==> config.mk <==
export PLATFORM = sky130hd
export DESIGN_NAME = pmp_napot_writer
export DESIGN_NICKNAME = d
export VERILOG_FILES = /design/src/rtl/pmp_pkg.sv /design/src/rtl/pmp_napot_writer_napot_enc.sv /design/src/rtl/pmp_napot_writer.sv
export SDC_FILE = /design/constraint.sdc
export NUM_CORES = 1
export LEC_CHECK = 0
export CORE_ASPECT_RATIO = 0.9
export CORE_MARGIN = 8
export CORE_UTILIZATION = 47
export CTS_CLUSTER_DIAMETER = 150
export DETAILED_ROUTE_END_ITERATION = 8
export PLACE_DENSITY = 0.78
export SETUP_SLACK_MARGIN = 0.5
export SYNTH_ARGS = -nofsm -noshare
export SYNTH_HDL_FRONTEND = slang
export SYNTH_SLANG_ARGS = --single-unit
==> constraint.sdc <==
create_clock -name i_clk -period 3.8 [get_ports i_clk]
set_clock_uncertainty 0.05 [all_clocks]
set_input_delay 0.57 -clock i_clk [delete_from_list [all_inputs] [get_ports i_clk]]
set_output_delay 0.57 -clock i_clk [all_outputs]
set_load 0.01 [all_outputs]
==> src/rtl/pmp_pkg.sv <==
// Shared types and constants for the PMP NAPOT region writer: FSM states,
// response codes, CSR base addresses and the pmpcfg byte layout.
package pmp_pkg;

  typedef enum logic [2:0] {
    ST_IDLE,
    ST_CHECK,
    ST_WR_ADDR,
    ST_WR_CFG,
    ST_RESP
  } state_t;

  typedef enum logic [1:0] {
    ERR_OK      = 2'b00,
    ERR_SIZE    = 2'b01,
    ERR_LOCKED  = 2'b10,
    ERR_TIMEOUT = 2'b11
  } err_t;

  localparam logic [11:0] PMPADDR_BASE = 12'h3B0;
  localparam logic [11:0] PMPCFG_BASE  = 12'h3A0;
  localparam logic [1:0]  A_NAPOT      = 2'b11;

  // pmpcfg byte: {L, reserved[1:0], A[1:0], X, W, R}
  function automatic logic [7:0] cfg_byte(input logic lock, input logic [2:0] perm);
    return {lock, 2'b00, A_NAPOT, perm};
  endfunction

endpackage

==> src/rtl/pmp_napot_writer_napot_enc.sv <==
// NAPOT encoder: turns a byte base and log2 size into a pmpaddr value and
// flags sizes outside 8 B..32 GiB or bases not aligned to the region size.
module napot_enc
  import pmp_pkg::*;
(
  input  logic [31:0] i_base,
  input  logic [5:0]  i_size_log2,
  output logic [31:0] o_encoded,
  output logic        o_misaligned
);

  logic [34:0] w_size_mask;
  logic        w_size_ok;

  // For k=35 the shift wraps to zero, so the mask correctly becomes all ones.
  always_comb begin
    w_size_mask  = (35'd1 << i_size_log2) - 35'd1;
    w_size_ok    = (i_size_log2 >= 6'd3) && (i_size_log2 <= 6'd35);
    o_misaligned = !w_size_ok || (|(w_size_mask[31:0] & i_base));
    o_encoded    = w_size_ok ? (i_base | w_size_mask[34:3]) : i_base;
  end

endmodule

==> src/rtl/pmp_napot_writer.sv <==
// Programs one PMP entry as a NAPOT region: validates the request, writes
// pmpaddrN then the matching pmpcfg byte over a CSR port, and reports status.
module pmp_napot_writer
  import pmp_pkg::*;
#(
  parameter int TIMEOUT = 16
) (
  input  logic        i_clk,
  input  logic        i_rst,
  input  logic        i_req_valid,
  output logic        o_req_ready,
  input  logic [3:0]  i_req_entry,
  input  logic [31:0] i_req_base,
  input  logic [5:0]  i_req_size_log2,
  input  logic [2:0]  i_req_perm,
  input  logic        i_req_lock,
  input  logic [15:0] i_entry_locked,
  output logic        o_csr_valid,
  input  logic        i_csr_ack,
  output logic [11:0] o_csr_addr,
  output logic [31:0] o_csr_wdata,
  output logic [3:0]  o_csr_wstrb,
  output logic        o_rsp_valid,
  input  logic        i_rsp_ready,
  output logic [1:0]  o_rsp_err,
  output logic [31:0] o_rsp_addr
);

  localparam int TW = $clog2(TIMEOUT + 1);

  state_t        r_state;
  logic          r_req_ready;
  logic [3:0]    r_entry;
  logic [31:0]   r_base;
  logic [5:0]    r_size_log2;
  logic [2:0]    r_perm;
  logic          r_lock;
  logic          r_csr_valid;
  logic [11:0]   r_csr_addr;
  logic [31:0]   r_csr_wdata;
  logic [3:0]    r_csr_wstrb;
  logic          r_rsp_valid;
  logic [1:0]    r_rsp_err;
  logic [31:0]   r_rsp_addr;
  logic [TW-1:0] r_tmo;

  logic [31:0]   w_enc;
  logic          w_misaligned;

  napot_enc u_enc (
    .i_base       (r_base),
    .i_size_log2  (r_size_log2),
    .o_encoded    (w_enc),
    .o_misaligned (w_misaligned)
  );

  // r_tmo counts unacked csr_valid cycles; an ack always wins over expiry.
  always_ff @(posedge i_clk or posedge i_rst) begin
    if (i_rst) begin
      r_state     <= ST_IDLE;
      r_req_ready <= 1'b0;
      r_entry     <= '0;
      r_base      <= '0;
      r_size_log2 <= '0;
      r_perm      <= '0;
      r_lock      <= 1'b0;
      r_csr_valid <= 1'b0;
      r_csr_addr  <= '0;
      r_csr_wdata <= '0;
      r_csr_wstrb <= '0;
      r_rsp_valid <= 1'b0;
      r_rsp_err   <= ERR_OK;
      r_rsp_addr  <= '0;
      r_tmo       <= '0;
    end else begin
      case (r_state)
        ST_IDLE: begin
          r_req_ready <= 1'b1;
          if (i_req_valid && r_req_ready) begin
            r_req_ready <= 1'b0;
            r_entry     <= i_req_entry;
            r_base      <= i_req_base;
            r_size_log2 <= i_req_size_log2;
            r_perm      <= i_req_perm;
            r_lock      <= i_req_lock;
            r_state     <= ST_CHECK;
          end
        end
        ST_CHECK: begin
          r_rsp_addr <= w_enc;
          if (w_misaligned) begin
            r_rsp_err   <= ERR_SIZE;
            r_rsp_valid <= 1'b1;
            r_state     <= ST_RESP;
          end else if (i_entry_locked[r_entry]) begin
            r_rsp_err   <= ERR_LOCKED;
            r_rsp_valid <= 1'b1;
            r_state     <= ST_RESP;
          end else begin
            r_csr_valid <= 1'b1;
            r_csr_addr  <= PMPADDR_BASE + {8'd0, r_entry};
            r_csr_wdata <= w_enc;
            r_csr_wstrb <= 4'hF;
            r_tmo       <= '0;
            r_state     <= ST_WR_ADDR;
          end
        end
        ST_WR_ADDR: begin
          if (i_csr_ack) begin
            r_csr_addr  <= PMPCFG_BASE + {10'd0, r_entry[3:2]};
            r_csr_wstrb <= 4'b0001 << r_entry[1:0];
            r_csr_wdata <= {24'd0, cfg_byte(r_lock, r_perm)} << {r_entry[1:0], 3'b000};
            r_tmo       <= '0;
            r_state     <= ST_WR_CFG;
          end else if (r_tmo == TW'(TIMEOUT - 1)) begin
            r_csr_valid <= 1'b0;
            r_rsp_err   <= ERR_TIMEOUT;
            r_rsp_valid <= 1'b1;
            r_state     <= ST_RESP;
          end else begin
            r_tmo <= r_tmo + 1'b1;
          end
        end
        ST_WR_CFG: begin
          if (i_csr_ack) begin
            r_csr_valid <= 1'b0;
            r_rsp_err   <= ERR_OK;
            r_rsp_valid <= 1'b1;
            r_state     <= ST_RESP;
          end else if (r_tmo == TW'(TIMEOUT - 1)) begin
            r_csr_valid <= 1'b0;
            r_rsp_err   <= ERR_TIMEOUT;
            r_rsp_valid <= 1'b1;
            r_state     <= ST_RESP;
          end else begin
            r_tmo <= r_tmo + 1'b1;
          end
        end
        ST_RESP: begin
          if (i_rsp_ready) begin
            r_rsp_valid <= 1'b0;
            r_req_ready <= 1'b1;
            r_state     <= ST_IDLE;
          end
        end
        default: r_state <= ST_IDLE;
      endcase
    end
  end

  assign o_req_ready = r_req_ready;
  assign o_csr_valid = r_csr_valid;
  assign o_csr_addr  = r_csr_addr;
  assign o_csr_wdata = r_csr_wdata;
  assign o_csr_wstrb = r_csr_wstrb;
  assign o_rsp_valid = r_rsp_valid;
  assign o_rsp_err   = r_rsp_err;
  assign o_rsp_addr  = r_rsp_addr;

endmodule

==> results of run 1 <==
## registers in the layout, summed over array words and instances, names as in the netlist
name,cells
o_rsp_valid,1
o_csr_addr,6
r_tmo,5
r_entry,4
r_perm,3
o_rsp_addr,32
o_csr_valid,1
r_size_log2,6
r_base,32
o_csr_wstrb,4
o_csr_wdata,32
o_rsp_err,2
r_state,3
o_req_ready,1
r_lock,1
## Yosys cell counts (9+ instances only)
library cell,instances,area share
mux2_4,20,0.042
inv_1,21,0.011
dfrtp_1,133,0.47
o21ai_0,26,0.018
mux2_2,50,0.080
clkbuf_1,28,0.015
nor3_1,17,0.012
o22ai_1,10,0.0088
nand2_1,49,0.026
nand3_1,9,0.0064
nor2b_1,10,0.0088
nor2_1,70,0.037
a21oi_1,98,0.069
## cell families (layout without fill, tap and decap cells)
kind of cell	Yosys count	in the layout	synth area share
flops	133	133	0.4705
mux	82	82	0.1479
fa+ha+maj	2	2	0.003537
xor+xnor	8	8	0.009905
other cells	1	3	0.0005302
compound gates	197	197	0.1702
simple gates	197	197	0.1366
buf+inv	80	253	0.06085
## per-stage QoR
| step | setup slack (ns) | total power [W] | utilization | hold slack [ns] |
|---|---|---|---|---|
| after floorplan | 0.1536 | 0.004619 | - | 0.4413 |
| after global placement | 0.2405 | 0.005937 | 0.5971 | 0.4238 |
| after detailed placement | 0.1781 | 0.005962 | 0.5971 | 0.4322 |
| after CTS | 0.4499 | 0.007722 | 0.6533 | 0.4442 |
| after global routing | 0.2679 | 0.008210 | 0.6600 | 0.4696 |
| final | 0.4031 | 0.007813 | 0.6600 | 0.4494 |
## critical path, delay by kind of cell (launching register included)
kind	cells	cell delay, ns
multiplexers	1	0.29
AND/OR/NAND/NOR	4	1.04
AO/OA/AOI/OAI	4	0.74
flip-flops	1	0.43
buffers and inverters	3	0.49
adder cells (fa/ha/maj)	1	0.22
## power by group
part           leakage [nW]  internal (W)  switching [W]  total [W]
logic                  2.22       0.00172        0.00207    0.00379
clock network         0.279      0.000989       0.000609    0.00160
registers              1.56       0.00187       0.000559    0.00243
total                  4.07       0.00458        0.00324    0.00781
## area by class of cell
class	count	area share
clock buffer	21	0.04741
clock inverter	9	0.01082
inverter	22	0.008889
multi-input combinational	489	0.3531
sequential	133	0.3431
tap	198	0.02551
timing repair buffer	201	0.2112
## routing by layer
layer	up-vias	routed length [µm]	share of wire	track usage
met5	-	0	0	0
met4	0	703	0.031	0.09243
met3	63	2259	0.098	0.07310
met2	361	10140	0.44	0.3387
met1	3133	9905	0.43	0.3118
li1	2831	-	-	-
## worst max-delay path by stage
| stage | startpoint | endpoint | slack, ns | depth (start not counted) |
|---|---|---|---|---|
| detailed placement | r_size_log2[2] | o_csr_wdata[11] | 0.18 | 12 |
| finish | r_size_log2[5] | o_csr_wdata[23] | 0.40 | 13 |
| CTS | r_size_log2[5] | o_csr_wdata[9] | 0.45 | 13 |
| global placement | r_size_log2[2] | o_csr_wdata[9] | 0.24 | 12 |
| global route | r_size_log2[5] | o_rsp_err[1] | 0.27 | 15 |
| floorplan | r_size_log2[1] | o_csr_addr[0] | 0.15 | 15 |
## repair_timing
action	CTS	global route
hold buffers	0	0
resized for setup	22	9
buffers inserted	19	2
endpoints found under the setup margin	45	50
pin swaps	10	1
gates cloned	2	2
==> results by group, run 1 <==
Yosys
  – Register bit total from synthesis: 133
  – Number of warnings reported in the yosys synthesis log: 0
  – Seq/Total Area, Yosys: 0.4705
  – Ys async rst share: 1.000
  – Average instance area after synthesis: 10.10 µm²
  – Leading register cell type out of synthesis: dfrtp_1
  – Count of flip-flops with a built-in enable after synthesis: 0
  – Post-synthesis instance area: about 7100 µm²
  – Number of distinct standard cells referenced by the synthesized netlist: 73
  – Gate count of the mapped netlist: 700

Worst setup path
  – Worst setup SP type: flip-flop
  – Depth of the worst register-to-register path: 13
  – Crit-path most repeated cell: buf_6
  – Startpoint-to-endpoint class of the critical path: reg -> reg
  – Max stage delay cell, worst path: or3_4
  – Reg2Reg Setup Slack: 0.40 ns
  – Crit path largest cell delay: 0.44 ns
  – R2R Path End: o_csr_wdata[23]
  – Required time of the critical path: 4.06 ns
  – Crit Path Max Fanout: 7
  – Critical path endpoint category: flip-flop
  – Worst EP arrival: 3.66 ns
  – Cell Chain, Critical Path: nor4_4 > nand3b_1 > ha_2 > a21boi_4 > buf_6 > o2bb2ai_2 > a22oi_1 > nand4_1 > or3_4 > o31ai_4 > buf_6 > clkbuf_16 > mux2_4
  – Reg2reg start: r_size_log2[5]

Route
  – Average via count per standard cell: 5.953
  – Routed wire length: 23,000 µm
  – Number of DRC markers after the initial detailed-route iteration: 712
  – Number of search-and-repair iterations in the first detailed-routing pass: 6
  – Remaining DRCs: 0
  – Antenna Violating Nets Remaining: 0
  – Routed vias: 6,388
  – Post-DR wirelength/cell: 21.44 µm

STA
  – Min cycle time layout: 3.397 ns
  – Slew @ Worst Pin: ~0.94 ns
  – Setup repair after global routing missed its margin: true
  – Fmax achieved: between 200 and 300 MHz
  – Count of final setup violators: 0
  – Post-route clock period utilization: 0.8939
  – Final hold violation count: 0
  – Max-slew violation count: 0
  – Rel. slew slack: 0.3753
  – Total Neg Setup Slack: 0 ns

Die
  – Number of core rows: 42
  – Core Footprint: 14,710 µm²
  – Die ar.: 19,240 µm²
  – Initial standard-cell utilization of the core: 0.4807
  – Die Span X: around 150 µm
  – Die H: 132.4 µm
  – Number of ports placed on the die boundary: 152

Finish
  – Growth of design area from synthesis to finish: 37.31%
  – Final cell count without fillers: 1,073
  – Combined area of the multi-input logic cells: 3430 µm²
  – Most frequent cells in the layout: clkdlybuf4s50_1, dfrtp_1, a21oi_1, nor2_1, mux2_2
  – Most common cell after layout, fill and taps aside: clkdlybuf4s50_1
  – Number of fill cells in the layout: 1,149
  – # nets final: 933
  – Register Area: ~3300 µm²
  – Fraction of final layout cells sized beyond drive strength 1: 0.2171
  – Ant. Diodes: 0
  – Post-route cell area: between 9000 and 10,000 µm²

Worst hold path
  – Endpoint with the worst hold slack: o_csr_addr[4]
  – Number of cells on the worst hold path: 2
  – Source of the worst hold timing path: o_csr_addr[4]
  – Hold WC Path Type: reg -> reg

Clocking
  – CTS tree: done
  – H-tree Lvls: 4
  – Maximum number of buffers from clock root to sink: 2
  – Total CTS buffers: 17
  – Clock insertion delay at the later pin of the skew report: 0.43 ns
  – Cell at the root of the clock tree: clkbuf_16
  – Clock slew at reported path FFs: around 0.060 ns
  – Number of sinks driven by the clock tree: 133

Run
  – Max cap viols: 0

Placement
  – Buffers added on ports: roughly 150
  – Instance count after placement with tap cells included: 1,018
  – Total cell area at the placement stage: about 8800 µm²
  – Routability-driven placement congestion ratio: 0.9527
  – Detailed Place HPWL: 15,730 µm

Global routing
  – Global router's overall resource usage: 0.2315
  – Number of antenna violations at the first check in global routing: 0
  – Maximum number of pins on one net before global-route repair: roughly 130
  – Number of global-route vias before repair: 6,302
  – Sum of overflow across all layers after global routing: 0
  – Global-route wire length before repair: roughly 36,000 µm

Pwr
  – Worst supply voltage drop on vdd: 0.4844 mV
  – Total power per unit cell area: just over 800 nW/µm²
  – Standby leakage power: roughly 4.1 nW

Outcome
  – Status: completed
(Power assumes the default switching activity.)
==> inputs of run 2 (changes only) <==
Settings changed: CORE_UTILIZATION 47 to 43, PLACE_DENSITY 0.78 to 0.72.
Clock period 3.8 ns to 3.1 ns, I/O delays scaled along.
==> run 2 against run 1 <==
The flow now finishes with violations (setup timing). Combinational power up 47%. Clock power grew 26%. Non-clock buffer count is 54 higher. Maximum frequency decreased by 3.0%. Count of clock-buffer cells in the layout is 3 higher. Cell count increased by 6.0%. Routed wire length up 5.4%. Setup slack worse by 0.80 ns. Utilization fell by 1.7 points. Critical endpoint is now o_csr_wdata[18]. Largest power group unchanged. Highest routed layer unchanged.
==> results by group, run 2 (synthesized netlist as in run 1, its figures left out) <==
Pwr
  – PnR Total Power: 0.01051 W
  – Internal cell power: 0.006268 W
  – Clock group share of total power: 0.192
  – Standby leakage power: 4.374 nW
  – Combinational power share: 0.531
  – Total power per unit cell area: 1014 nW/µm²
  – P_sw: 0.004238 W
  – Worst supply voltage drop on vdd: 0.5693 mV
  – Reg power frac: 0.277
  – Fraction of power spent switching nets: 0.4034

Worst setup path
  – Startpoint-to-endpoint class of the critical path: reg -> reg
  – Required time of the critical path: roughly 3.4 ns
  – Critical Path End: o_csr_wdata[18]
  – Launch point of the worst path: r_size_log2[3]
  – Worst setup SP type: flip-flop
  – Critical path endpoint category: flip-flop
  – Reg2Reg Setup Slack: -0.40 ns
  – R2R Path End: o_csr_wdata[18]
  – Worst EP arrival: 3.76 ns
  – Crit Path Max Fanout: 7
  – Depth of the worst register-to-register path: 13
  – Reg2reg start: r_size_log2[3]

Global routing
  – Met1 capacity usage during global routing: 0.3148
  – Global-route wire length before repair: 36,290 µm
  – Maximum number of pins on one net before global-route repair: 69
  – Global router's overall resource usage: 0.2281
  – Met2 routing resource usage after global routing: 0.3377
  – Number of antenna violations at the first check in global routing: 0
  – Layer carrying the most global-route usage: met2
  – Met3 usage: 0.05813
  – Number of global-route vias before repair: 6,390
  – Sum of overflow across all layers after global routing: 0

Finish
  – # nets final: roughly 1,000
  – Ant. Diodes: 0
  – Fraction of final layout cells sized beyond drive strength 1: 0.2774
  – Utilization after layout: 0.6426
  – Most common cell after layout, fill and taps aside: clkdlybuf4s50_1
  – Growth of design area from synthesis to finish: 46.56%
  – Most frequent cells in the layout: clkdlybuf4s50_1, dfrtp_1, a21oi_1, buf_4, nor2_1
  – Number of fill cells in the layout: between 1k and 1.5k
  – Final cell count without fillers: 1,137

STA
  – Final hold violation count: 0
  – Rel. slew slack: 0.4040
  – Worst setup margin: -0.4018 ns
  – Count of final setup violators: 50
  – Worst-case hold slack: between 0.4 and 0.5 ns
  – Min cycle time layout: 3.502 ns
  – Setup repair after global routing missed its margin: true
  – Fmax achieved: 285.6 MHz
  – Post-route clock period utilization: 1.130
  – Max-slew violation count: 0
  – Slew @ Worst Pin: 0.8940 ns

Die
  – Die ar.: 20,810 µm²
  – Die Span X: around 150 µm
  – Core Footprint: 16,130 µm²
  – Number of ports placed on the die boundary: 152
  – Die H: 137.7 µm
  – Initial standard-cell utilization of the core: 0.4385
  – Number of core rows: 44

Route
  – Average via count per standard cell: 5.688
  – Remaining DRCs: 0
  – Number of DRC markers after the initial detailed-route iteration: 675
  – Number of search-and-repair iterations in the first detailed-routing pass: 7
  – Antenna Violating Nets Remaining: 0
  – Routed vias: 6,467
  – Routed wire length: 24,250 µm
  – Post-DR wirelength/cell: 21.33 µm

Clocking
  – H-tree Lvls: 4
  – Cell at the root of the clock tree: clkbuf_16
  – Total CTS buffers: 17
  – Post-CTS Hold Fix Bufs: 0
  – Clock slew at reported path FFs: around 0.06 ns
  – CTS tree: done
  – Maximum number of buffers from clock root to sink: 2
  – Clock insertion delay at the later pin of the skew report: between 0.4 and 0.5 ns
  – Number of sinks driven by the clock tree: about 130

Outcome
  – Violated checks: setup timing
  – Status: finished with violations

Placement
  – Detailed Place HPWL: 17,280 µm
  – Routability-driven placement congestion ratio: 0.9741
  – Worst slack at placement: -0.3997 ns
  – Buffers added on ports: 148
  – Instance count after placement with tap cells included: 1,093

Worst hold path
  – Hold WC Path Type: in -> async

Run
  – Max cap viols: 0
-- run 2: worst min path at each step --
| stage | start | end | slack, ns | cells past startpoint |
|---|---|---|---|---|
| 5_1_grt | i_rst | o_csr_wdata[6] | 0.47 | 2 |
| 6_report | i_rst | o_csr_wdata[18] | 0.43 | 2 |
| 4_1_cts | o_csr_addr[4] | o_csr_addr[4] | 0.43 | 2 |
| 3_5_place_dp | o_csr_addr[4] | o_csr_addr[4] | 0.42 | 2 |
| 2_1_floorplan | r_tmo[4] | r_tmo[4] | 0.44 | 2 |
| 3_3_place_gp | o_csr_addr[4] | o_csr_addr[4] | 0.41 | 2 |
-- run 2: timing repair --
item / 4_1_cts / 5_1_grt
resized for setup: 12 / 53
cloned: 1 / 2
pin swaps: 3 / 16
setup buffers: 3 / 7
setup endpoints to repair: 54 / 58
-- run 2: per-stage QoR --
step	cell area [µm²]	setup TNS, ns
final	10370	-15.37
after floorplan	7174	-21.14
after CTS	9998	-8.026
after detailed placement	9310	-12.79
after global routing	10370	-19.19
after global placement	9310	-8.839
-- run 2: area by class of cell --
cell class | count | area [µm²] | share of cell area
tap | 207 | 259.0 | 0.02498
inverter | 22 | 86.33 | 0.008328
multi-input combinational | 489 | 3622 | 0.3494
timing repair buffer | 255 | 2481 | 0.2393
clock inverter | 7 | 96.34 | 0.009294
clock buffer | 24 | 491.7 | 0.04744
sequential | 133 | 3329 | 0.3212
-- run 2: per-layer routing --
metal / routed length [µm] / share of wire
met1: 10760 / 0.44
met4: 644 / 0.027
met3: 1862 / 0.077
met2: 10980 / 0.45
met5: 0 / 0
-- run 2: critical path: stages, from the launching register on --
cell and delay, ns:
dfrtp_2 0.43, nor4_4 0.31, nand3b_1 0.17, ha_4 0.21, a21boi_4 0.15, buf_12 0.14, xor2_4 0.14, a222oi_1 0.42
nand3b_1 0.18, nand3b_4 0.20, o31ai_4 0.31, buf_6 0.19, clkbuf_16 0.17, mux2_4 0.31
-- run 2: power by group through the flow --
stage / clock network (W) / registers [W] / logic (W)
detailed placement: 0 / 0.00290 / 0.00505
global route: 0.00212 / 0.00297 / 0.00595
global placement: 0 / 0.00290 / 0.00501
finish: 0.00202 / 0.00291 / 0.00558
CTS: 0.00203 / 0.00289 / 0.00516
floorplan: 0 / 0.00276 / 0.00291
==> inputs of run 3 (changes only) <==
Settings changed: CORE_UTILIZATION 43 to 40, PLACE_DENSITY 0.72 to 0.68.
==> run 3 against run 2 <==
The run still ends with setup timing left. Worst hold slack better by 0.017 ns. First-iteration DRC count down 29%. Critical path depth unchanged. Count of clock-buffer cells in the layout down 7. Clock power about the same. Global-route usage down 1.2 points. Cell count up 3.1%. Die area up 6.7%. Design area up 0.43%. Register-to-register slack better by 0.06 ns. Highest routed layer unchanged.
==> results by group, run 3 (synthesized netlist as in run 1, its figures left out) <==
Clocking
  – H-tree Lvls: 4
  – Post-CTS Hold Fix Bufs: 0
  – Clock slew at reported path FFs: about 0.060 ns
  – Number of sinks driven by the clock tree: 133
  – CTS tree: done
  – Cell at the root of the clock tree: clkbuf_16
  – Maximum number of buffers from clock root to sink: 2
  – Total CTS buffers: 17
  – Clock insertion delay at the later pin of the skew report: 0.42 ns

Route
  – Post-DR wirelength/cell: 20.47 µm
  – Number of DRC markers after the initial detailed-route iteration: between 400 and 500
  – Routed vias: 6,350
  – Remaining DRCs: 0
  – Average via count per standard cell: 5.418
  – Routed wire length: 23,990 µm
  – Antenna Violating Nets Remaining: 0
  – Number of search-and-repair iterations in the first detailed-routing pass: 5

Die
  – Die H: 142.2 µm
  – Die Span X: 156.2 µm
  – Number of ports placed on the die boundary: 152
  – Core Footprint: ~17,000 µm²
  – Initial standard-cell utilization of the core: 0.4042
  – Number of core rows: 46
  – Die ar.: 22,200 µm²

Global routing
  – Number of global-route vias before repair: between 6k and 7k
  – Global router's overall resource usage: 0.2164
  – Maximum number of pins on one net before global-route repair: 134
  – Global-route wire length before repair: 36,980 µm
  – Number of antenna violations at the first check in global routing: 0
  – Sum of overflow across all layers after global routing: 0

Finish
  – # nets final: just under 1k
  – Fraction of final layout cells sized beyond drive strength 1: 0.2908
  – Ant. Diodes: 0
  – Most frequent cells in the layout: clkdlybuf4s50_1, dfrtp_1, a21oi_1, buf_4, nor2_1
  – Number of fill cells in the layout: 1,525
  – Most common cell after layout, fill and taps aside: clkdlybuf4s50_1
  – Growth of design area from synthesis to finish: 47.20%

Pwr
  – Clock group share of total power: 0.195
  – Worst supply voltage drop on vdd: 0.4859 mV
  – Standby leakage power: ~4.4 nW
  – Combinational power share: 0.524
  – Internal cell power: 0.006116 W
  – P_sw: 0.004320 W
  – PnR Total Power: 0.01044 W
  – Fraction of power spent switching nets: 0.4140
  – Reg power frac: 0.281
  – Total power per unit cell area: 1002 nW/µm²

Outcome
  – Status: finished with violations
  – Violated checks: setup timing

Worst setup path
  – Startpoint-to-endpoint class of the critical path: reg -> reg
  – Required time of the critical path: between 3 and 4 ns
  – Crit Path Max Fanout: 8
  – Worst EP arrival: roughly 3.7 ns
  – Worst setup SP type: flip-flop
  – Critical path endpoint category: flip-flop

Placement
  – Buffers added on ports: 148
  – Detailed Place HPWL: 16,980 µm
  – Routability-driven placement congestion ratio: between 0.8 and 0.9

Run
  – Max cap viols: 0

STA
  – Final hold violation count: 0
  – Worst setup margin: -0.3439 ns
  – Post-route clock period utilization: 1.111
  – Worst-case hold slack: 0.4458 ns
  – Slew @ Worst Pin: 0.7448 ns
  – Min cycle time layout: 3.444 ns
  – Count of final setup violators: 51
  – Setup repair after global routing missed its margin: true
  – Rel. slew slack: 0.4997
  – Fmax achieved: 290.4 MHz
  – Max-slew violation count: 0

Worst hold path
  – Hold WC Path Type: reg -> reg
[run 3: routing by layer]
metal	share of wire	vias to the layer above	global-route usage	wire, µm
met4	0.024	0	0.08034	573
li1	-	2959	-	-
met1	0.45	3108	0.2957	10860
met2	0.44	242	0.3174	10640
met3	0.080	41	0.06406	1921
met5	0	-	0	0
[run 3: path summary, 6_finish.rpt]
path / endpoint / slack, ns / cells past startpoint / startpoint
worst min-delay path: o_csr_valid / 0.45 / 1 / o_csr_valid
worst max-delay path: o_csr_wdata[1] / -0.34 / 13 / r_size_log2[2]
max in group asynchronous: o_csr_wdata[1] / 1.93 / 3 / i_rst
min in group asynchronous: r_base[17] / 0.56 / 3 / i_rst
worst max register to register: o_csr_wdata[1] / -0.34 / 13 / r_size_log2[2]
worst min register to register: o_csr_valid / 0.45 / 1 / o_csr_valid
[run 3: power by group through the flow]
stage | Sequential (W) | Combinational, W | Clock [W]
after floorplan | 0.00276 | 0.00291 | 0
after global placement | 0.00291 | 0.00504 | 0
after detailed placement | 0.00292 | 0.00505 | 0
after CTS | 0.00291 | 0.00525 | 0.00207
after global routing | 0.00300 | 0.00589 | 0.00215
final | 0.00293 | 0.00547 | 0.00204
[run 3: what timing repair did]
| item | in CTS | in global routing |
|---|---|---|
| pin swaps | 12 | 18 |
| resized for setup | 31 | 40 |
| buffers inserted | 14 | 4 |
| endpoints found under the setup margin | 54 | 60 |
| gates cloned | 2 | 2 |
[run 3: metrics by stage]
step	utilization	setup TNS, ns	std cells	area [µm²]	setup WS, ns
finish	0.5950	-13.88	1172	10410	-0.3439
detailed placement	0.5303	-12.22	1118	9279	-0.3814
global placement	0.5303	-8.569	1118	9279	-0.2828
global route	0.5950	-21.21	1172	10410	-0.4704
CTS	0.5810	-11.62	1166	10170	-0.2854
floorplan	-	-21.14	702	7174	-0.5464
[run 3: layout make-up]
class                      count  area [µm²]  area share
clock inverter                15       167.7     0.01610
inverter                      22       86.33    0.008292
tap                          240       300.3     0.02884
clock buffer                  17       425.4     0.04086
timing repair buffer         255        2441      0.2345
sequential                   133        3328      0.3197
multi-input combinational    490        3662      0.3518
[run 3: worst max-delay path, stage by stage, from the launching register on]
cell and delay [ns]:
dfrtp_1 0.41, nor4_4 0.34, nand3b_1 0.17, ha_4 0.20, a21boi_4 0.15, buf_12 0.14, xor2_1 0.16, a222oi_1 0.37
nand3b_1 0.21, nand3b_4 0.21, o31ai_4 0.28, buf_6 0.18, buf_12 0.15, mux2_4 0.30
